<file path="src/rtl/flick_debouncer.sv">
// rtl/flick_debouncer.sv - synchroniser and bounce filter for the flick button with rise/fall pulses
// Optional FLICK_GLITCH_CNT_EN adds an 8-bit saturating count of aborted checks on glitch_count.
module flick_debouncer #(
    parameter int SYNC_STAGES     = 2,
    parameter int DEBOUNCE_CYCLES = 1000
) (
    input  logic       clk,
    input  logic       rst,
    input  logic       flick_raw,
    output logic       flick,
    output logic       flick_rise,
`ifdef FLICK_GLITCH_CNT_EN
    output logic       flick_fall,
    output logic [7:0] glitch_count
`else
    output logic       flick_fall
`endif
);

    localparam int CNT_W = $clog2(DEBOUNCE_CYCLES + 1);
    localparam logic [CNT_W-1:0] CNT_MAX = CNT_W'(DEBOUNCE_CYCLES);
    localparam logic [CNT_W-1:0] CNT_ONE = CNT_W'(1);

    typedef enum logic [1:0] {
        LOW_STABLE,
        CHECK_HIGH,
        HIGH_STABLE,
        CHECK_LOW
    } state_e;

    logic [SYNC_STAGES-1:0] sync_q, sync_d;
    logic                   s;
    state_e                 state_q, state_d;
    logic [CNT_W-1:0]       cnt_q, cnt_d;
    logic                   flick_q, flick_d;
    logic                   rise_q, rise_d;
    logic                   fall_q, fall_d;

    assign sync_d = {sync_q[SYNC_STAGES-2:0], flick_raw};
    assign s      = sync_q[SYNC_STAGES-1];

    always_ff @(posedge clk or posedge rst) begin
        if (rst) begin
            sync_q  <= '0;
            state_q <= LOW_STABLE;
            cnt_q   <= '0;
            flick_q <= 1'b0;
            rise_q  <= 1'b0;
            fall_q  <= 1'b0;
        end else begin
            sync_q  <= sync_d;
            state_q <= state_d;
            cnt_q   <= cnt_d;
            flick_q <= flick_d;
            rise_q  <= rise_d;
            fall_q  <= fall_d;
        end
    end

    always_comb begin
        state_d = state_q;
        cnt_d   = cnt_q;
        rise_d  = 1'b0;
        fall_d  = 1'b0;
        case (state_q)
            LOW_STABLE: begin
                if (s) begin
                    state_d = CHECK_HIGH;
                    cnt_d   = CNT_ONE;
                end else begin
                    cnt_d = '0;
                end
            end
            CHECK_HIGH: begin
                if (!s) begin
                    state_d = LOW_STABLE;
                    cnt_d   = '0;
                end else if (cnt_q == CNT_MAX) begin
                    state_d = HIGH_STABLE;
                    cnt_d   = '0;
                    rise_d  = 1'b1;
                end else begin
                    cnt_d = cnt_q + CNT_ONE;
                end
            end
            HIGH_STABLE: begin
                if (!s) begin
                    state_d = CHECK_LOW;
                    cnt_d   = CNT_ONE;
                end else begin
                    cnt_d = '0;
                end
            end
            CHECK_LOW: begin
                if (s) begin
                    state_d = HIGH_STABLE;
                    cnt_d   = '0;
                end else if (cnt_q == CNT_MAX) begin
                    state_d = LOW_STABLE;
                    cnt_d   = '0;
                    fall_d  = 1'b1;
                end else begin
                    cnt_d = cnt_q + CNT_ONE;
                end
            end
            default: begin
                state_d = LOW_STABLE;
                cnt_d   = '0;
            end
        endcase
        // Outputs are registered from the next state so pulses line up with the flick edge.
        flick_d = (state_d == HIGH_STABLE) || (state_d == CHECK_LOW);
    end

    assign flick      = flick_q;
    assign flick_rise = rise_q;
    assign flick_fall = fall_q;

`ifdef FLICK_GLITCH_CNT_EN
    logic       abort;
    logic [7:0] glitch_q, glitch_d;

    assign abort    = ((state_q == CHECK_HIGH) && !s) || ((state_q == CHECK_LOW) && s);
    assign glitch_d = (abort && (glitch_q != 8'hFF)) ? glitch_q + 8'd1 : glitch_q;

    always_ff @(posedge clk or posedge rst) begin
        if (rst) begin
            glitch_q <= 8'd0;
        end else begin
            glitch_q <= glitch_d;
        end
    end

    assign glitch_count = glitch_q;
`endif

endmodule

</file>
<file path="config.mk">
export PLATFORM = sky130hd
export DESIGN_NAME = flick_debouncer
export DESIGN_NICKNAME = d
export VERILOG_FILES = /design/src/rtl/flick_debouncer.sv
export SDC_FILE = /design/constraint.sdc
export NUM_CORES = 1
export LEC_CHECK = 0
export ABC_AREA = 1
export CORE_MARGIN = 3
export CORE_UTILIZATION = 63
export CTS_BUF_LIST = sky130_fd_sc_hd__clkbuf_8
export CTS_CLUSTER_DIAMETER = 200
export CTS_CLUSTER_SIZE = 25
export DETAILED_ROUTE_END_ITERATION = 12
export PLACE_DENSITY_LB_ADDON = 0.15
export SYNTH_ARGS = -nofsm -noshare
export SYNTH_HDL_FRONTEND = slang
export SYNTH_SLANG_ARGS = --single-unit
</file>
<file path="constraint.sdc">
create_clock -name clk -period 3.1 [get_ports clk]
set_input_delay 0.775 -clock clk [delete_from_list [all_inputs] [get_ports clk]]
set_output_delay 0.775 -clock clk [all_outputs]
set_load 0.05 [all_outputs]
</file>
==> results of run 1 <==
cell usage after synthesis:
| master | instances | share of area [%] |
|---|---|---|
| a21boi_2 | 1 | 1.3 |
| buf_2 | 1 | 0.59 |
| dfrtp_1 | 17 | 50 |
| ha_1 | 2 | 2.9 |
| inv_1 | 13 | 5.7 |
| nand2_1 | 24 | 11 |
| nand2_2 | 2 | 1.5 |
| nand2_4 | 1 | 1.3 |
| nand3_1 | 8 | 4.7 |
| nand3_2 | 2 | 2.3 |
| nand4_1 | 2 | 1.5 |
| nor2_1 | 17 | 7.5 |
| nor2_4 | 3 | 4.0 |
| nor3_1 | 2 | 1.2 |
| nor3_2 | 1 | 1.2 |
| xnor2_1 | 2 | 2.1 |
| xor2_1 | 2 | 2.1 |
worst min path at each step:
| stage | start | end | slack [ns] |
|---|---|---|---|
| floorplan | sync_q[0]$_DFF_PP0_ | sync_q[1]$_DFF_PP0_ | 0.33 |
| finish | sync_q[0]$_DFF_PP0_ | sync_q[1]$_DFF_PP0_ | 0.36 |
| CTS | sync_q[0]$_DFF_PP0_ | sync_q[1]$_DFF_PP0_ | 0.36 |
| global route | sync_q[0]$_DFF_PP0_ | sync_q[1]$_DFF_PP0_ | 0.37 |
| detailed placement | sync_q[0]$_DFF_PP0_ | sync_q[1]$_DFF_PP0_ | 0.35 |
| global placement | sync_q[0]$_DFF_PP0_ | sync_q[1]$_DFF_PP0_ | 0.34 |
layout make-up:
cell class	instances	area [um2]	share of cell area [%]
tap	14	17.5	1.82
multi-input combinational	69	375	39.0
clock buffer	3	41.3	4.29
clock inverter	1	5.00	0.519
sequential	17	425	44.2
timing repair buffer	5	50.0	5.19
inverter	13	48.8	5.06
worst reg2reg max path: stages, from the launching register on:
cell and delay (ns):
dfrtp_1 0.43, inv_1 0.08, ha_1 0.16, nand2_1 0.05
nor3_1 0.25, nand3_1 0.15, nand2_1 0.10, nand2_1 0.07
cell families (layout without fill, tap and decap cells):
group,Yosys count,after routing,share of synthesized area [%]
AO/OA/AOI/OAI,1,1,1.32
XOR/XNOR,4,4,4.10
buffers and inverters,14,22,6.30
AND/OR/NAND/NOR,62,62,35.6
flip-flops,17,17,49.8
adder cells (fa/ha/maj),2,2,2.93
layer usage:
metal  share of wire (%)  vias to the layer above
met2                  47                       31
met4                 3.6                        0
met5                   0                        -
met1                  42                      314
li1                    -                      325
met3                 7.1                        9
registers in the layout (all words and copies together) (netlist names):
signal      count
cnt_q          10
flick           1
flick_fall      1
sync_q          2
flick_rise      1
state_q         2
power groups by stage:
stage	Clock [uW]	Sequential (uW)	Combinational, uW
after floorplan	0	232	13.7
after global placement	0	233	17.8
after detailed placement	0	234	18.4
after CTS	164	230	19.3
after global routing	178	230	22.3
final	164	230	18.8
through the flow:
step | hold WS (ns) | utilization [%] | cells | setup WS, ns | total power, uW
6_report | 0.358 | 81.2 | 122 | 0.937 | 413
5_1_grt | 0.366 | 81.2 | 122 | 0.892 | 431
4_1_cts | 0.362 | 81.2 | 122 | 0.929 | 413
3_5_place_dp | 0.347 | 77.3 | 118 | 1.23 | 252
3_3_place_gp | 0.338 | 77.3 | 118 | 1.24 | 251
2_1_floorplan | 0.331 | - | 100 | 1.74 | 246
==> flow_metrics.env, run 1 <==
export IMPL_critPathBufInv=1
export IMPL_avgViaCountPerCell=5.57
export IMPL_ys_types=17
export IMPL_endpoint="flick"
export IMPL_endpoint_kind="output pin"
export IMPL_h_tree_depth=1
export IMPL_p_clk_share_pct=39.8
export IMPL_grt_use_met1_pct=28.7
export IMPL_grt_use_total_pct=23.5
export IMPL_comb_power_share_pct=4.6
export IMPL_drive_gt1_share_pct=13.0
export IMPL_drv_cap=0
export IMPL_worst_path_dominant_cell_family="buffers and inverters"
export IMPL_clkLatencyLatePin_ns=0.25
export IMPL_dpl_hpwl_um=966
export IMPL_die_area_um2=1830
export IMPL_top_usage_layer="met2"
export IMPL_worstSetupPathType="reg2out"
export IMPL_setup_tns_ns=0
export IMPL_timing_fmax_mhz=462
export IMPL_path_clk_slew_ns=0.07
export IMPL_crit_chain="clkdlybuf4s50_1"
export IMPL_cts_tree="yes"
export IMPL_grt_pass1_vias=677
export IMPL_syn_inst=100
export IMPL_seqPwrFrac_pct=55.6
export IMPL_gp_congestion=0.815
export IMPL_vias=679
export IMPL_slowest_stage="clkdlybuf4s50_1"
export IMPL_setup_viol=0
export IMPL_p_leak_uw=0.000424
export IMPL_ir_drop_mv=0.402
export IMPL_outcome="complete, no violations"
export IMPL_final_hold_viol_count=0
export IMPL_r2r_start="cnt_q[0]$_DFF_PP0_"
export IMPL_nFillCells=80
export IMPL_mostFrequentLayoutCell="nand2_1"
export IMPL_cp_arrival_ns=1.39
export IMPL_period_needed_ns=2.16
export IMPL_rr_worst_depth=7
export IMPL_portBuffers=5
export IMPL_pin_count=6
export IMPL_grt_ovfl_total=0
export IMPL_core_region_area_um2=1190
export IMPL_finalNetCount=114
export IMPL_fp_dieH_um=42.8
export IMPL_reg2reg_slack_ns=1.70
export IMPL_r2r_end="flick$_DFF_PP0_"
export IMPL_wire_per_inst_um=14.1
export IMPL_max_slew_margin_rel_pct=58.4
export IMPL_antenna_left=0
export IMPL_switching_power_uw=91.4
export IMPL_postLayoutCellArea_um2=963
export IMPL_areaGrowthSynthToFinish_pct=12.7
export IMPL_gr_usage_met3_pct=8.05
export IMPL_num_rows=12
export IMPL_antenna_cells=0
export IMPL_drt_pass1_iterations=5
export IMPL_hp_class="reg2reg"
export IMPL_grt_max_degree=18
export IMPL_initial_core_util_pct=72.0
export IMPL_remaining_drc_errors=0
export IMPL_finClkSkew_ns=0.00406
export IMPL_numCtsBuffers=3
export IMPL_cts_setup_buffers=0
export IMPL_cell_internal_pwr_uw=321
export IMPL_holdBufCountCts=0
export IMPL_antenna_found_initial=0
export IMPL_syn_cell_area_um2=855
export IMPL_syn_nets=105
export IMPL_tightest_slew_ns=0.624
export IMPL_swShare_pct=22.1
export IMPL_power_density_nw_per_um2=429
export IMPL_numClockSinks=17
export IMPL_worstHoldPathCells=0
export IMPL_drtIter0Drc=18
export IMPL_synth_warnings=0
export IMPL_rsz0062_at_grt="no"
export IMPL_root_buffer="clkbuf_8"
export IMPL_place_area_um2=917
export IMPL_final_cell_mix="24 x nand2_1, 17 x nor2_1, 17 x dfrtp_1"
export IMPL_cp_depth=1
export IMPL_finalWirelength_um=1720
export IMPL_syn_area_per_cell_um2=8.55
export IMPL_cp_start_kind="flip-flop"
export IMPL_ctsResizeCount=0
export IMPL_die_w_um=42.8
export IMPL_maxSlewViolCount=0
export IMPL_seq_area_frac_synth_pct=49.8
export IMPL_cp_max_fo=1
export IMPL_fin_crit_sh_pct=69.8
export IMPL_clock_path_buffers=2
export IMPL_grt_met2_usage_pct=35.9
export IMPL_required_ns=2.32
export IMPL_grt_pass1_wl_um=3140
export IMPL_critPathMaxStageDelay_ns=0.80
export IMPL_startpoint="flick$_DFF_PP0_"
export IMPL_ys_ff_latch=17
(Power assumes the default switching activity.)
==> run 2: changes to the inputs <==
- CORE_ASPECT_RATIO: not set -> 0.9
- CORE_UTILIZATION: 63 -> 59
- clock period: 3.1 -> 2.1 ns (I/O delays scaled with it)
==> flow_metrics.env, run 2 (same netlist as run 1, synthesis figures left out) <==
export IMPL_numCtsBuffers=3
export IMPL_antenna_left=0
export IMPL_crit_chain="clkdlybuf4s50_1"
export IMPL_clock_path_buffers=2
export IMPL_endpoint_kind="output pin"
export IMPL_timing_fmax_mhz=524
export IMPL_grt_pass1_wl_um=2640
export IMPL_areaGrowthSynthToFinish_pct=12.7
export IMPL_num_rows=12
export IMPL_portBuffers=5
export IMPL_grt_ovfl_total=0
export IMPL_cell_internal_pwr_uw=474
export IMPL_rsz0062_at_grt="no"
export IMPL_finClkSkew_ns=0.00230
export IMPL_cp_arrival_ns=1.38
export IMPL_antenna_cells=0
export IMPL_drive_gt1_share_pct=13.0
export IMPL_p_clk_share_pct=39.1
export IMPL_initial_core_util_pct=66.2
export IMPL_grt_max_degree=18
export IMPL_finalWirelength_um=1450
export IMPL_outcome="complete, no violations"
export IMPL_utilization_pct=74.6
export IMPL_fp_dieH_um=42.1
export IMPL_grt_use_total_pct=18.7
export IMPL_reg_largest_list="cnt_q (10), state_q (2), sync_q (2)"
export IMPL_gp_congestion=0.833
export IMPL_finalPower_uw=601
export IMPL_switching_power_uw=127
export IMPL_pin_count=6
export IMPL_comb_power_share_pct=4.6
export IMPL_core_region_area_um2=1290
export IMPL_finalNetCount=114
export IMPL_hp_class="reg2reg"
export IMPL_largest_reg_flops=10
export IMPL_setup_viol=0
export IMPL_numClockSinks=17
export IMPL_ir_drop_mv=0.438
export IMPL_h_tree_depth=1
export IMPL_worstSetupPathType="reg2out"
export IMPL_drv_cap=0
export IMPL_cp_max_fo=1
export IMPL_vias=645
export IMPL_die_area_um2=1940
export IMPL_maxSlewViolCount=0
export IMPL_worst_path_dominant_cell_family="buffers and inverters"
export IMPL_wire_per_inst_um=11.9
export IMPL_largest_register="cnt_q"
export IMPL_cts_setup_buffers=0
export IMPL_place_area_um2=917
export IMPL_tightest_slew_ns=0.644
export IMPL_max_slew_margin_rel_pct=57.0
export IMPL_p_leak_uw=0.000424
export IMPL_grt_pass1_vias=603
export IMPL_die_w_um=46.1
export IMPL_hold_ws_ns=0.356
export IMPL_seqPwrFrac_pct=56.4
export IMPL_final_cell_mix="24 x nand2_1, 17 x nor2_1, 17 x dfrtp_1"
export IMPL_power_density_nw_per_um2=624
export IMPL_ctsResizeCount=0
export IMPL_remaining_drc_errors=0
export IMPL_required_ns=1.57
export IMPL_drtIter0Drc=19
export IMPL_antenna_found_initial=0
export IMPL_avgViaCountPerCell=5.29
export IMPL_holdBufCountCts=0
export IMPL_swShare_pct=21.1
export IMPL_critPathMaxStageDelay_ns=0.80
export IMPL_fin_crit_sh_pct=90.8
export IMPL_root_buffer="clkbuf_8"
export IMPL_cts_tree="yes"
export IMPL_drt_pass1_iterations=4
export IMPL_dpl_hpwl_um=1020
export IMPL_path_clk_slew_ns=0.06
export IMPL_clkLatencyLatePin_ns=0.24
export IMPL_slowest_stage="clkdlybuf4s50_1"
export IMPL_mostFrequentLayoutCell="nand2_1"
export IMPL_postLayoutCellArea_um2=963
export IMPL_cp_start_kind="flip-flop"
export IMPL_setup_tns_ns=0
export IMPL_period_needed_ns=1.91
export IMPL_critPathBufInv=1
export IMPL_final_hold_viol_count=0
-- run 2: cell counts in the layout (fill, tap and decap cells not counted) --
No cell type changed its count.
-- run 2: power by group through the flow --
stage                     logic (uW)  clock network (uW)  registers (uW)
after detailed placement        27.7                   0             345
final                           27.4                 235             339
after global placement          26.9                   0             345
after global routing            32.4                 255             340
after CTS                       27.9                 242             339
after floorplan                 20.2                   0             343
-- run 2: path summary, 6_finish.rpt --
check / startpoint / to / slack (ns) / cells past startpoint
max: flick_fall$_DFF_PP0_ / flick_fall / 0.19 / 1
min: sync_q[0]$_DFF_PP0_ / sync_q[1]$_DFF_PP0_ / 0.36 / 0
max reg2reg: cnt_q[0]$_DFF_PP0_ / flick$_DFF_PP0_ / 0.73 / 7
min reg2reg: sync_q[0]$_DFF_PP0_ / sync_q[1]$_DFF_PP0_ / 0.36 / 0
max in group asynchronous: rst / cnt_q[9]$_DFF_PP0_ / 1.02 / 2
min in group asynchronous: rst / cnt_q[0]$_DFF_PP0_ / 0.67 / 2
-- run 2: final cells by class --
| cell class | count | area, um2 |
|---|---|---|
| clock buffer | 3 | 41.3 |
| clock inverter | 1 | 5.00 |
| fill | 91 | 328 |
| inverter | 13 | 48.8 |
| multi-input combinational | 69 | 375 |
| sequential | 17 | 425 |
| tap | 14 | 17.5 |
| timing repair buffer | 5 | 50.0 |
-- run 2: worst reg2reg max path, cell delays in order, from the launching register on --
cell and delay, ns:
dfrtp_1 0.43, inv_1 0.08, ha_1 0.16, nand2_1 0.06, nor3_1 0.22, nand3_1 0.14
nand2_1 0.10, nand2_1 0.06
-- run 2: stage by stage --
stage                     setup WS (ns)  std cells
after floorplan                   0.917        100
after global placement            0.488        118
after detailed placement          0.437        118
after CTS                         0.167        122
after global routing              0.143        122
final                             0.193        122
-- run 2: layer usage --
layer  up-vias  wire (um)  track usage [%]
met3         2        104             3.86
met2        27        680             28.8
met1       293        653             26.1
met5         -          0                0
li1        323          -                -
met4         0          8             5.11
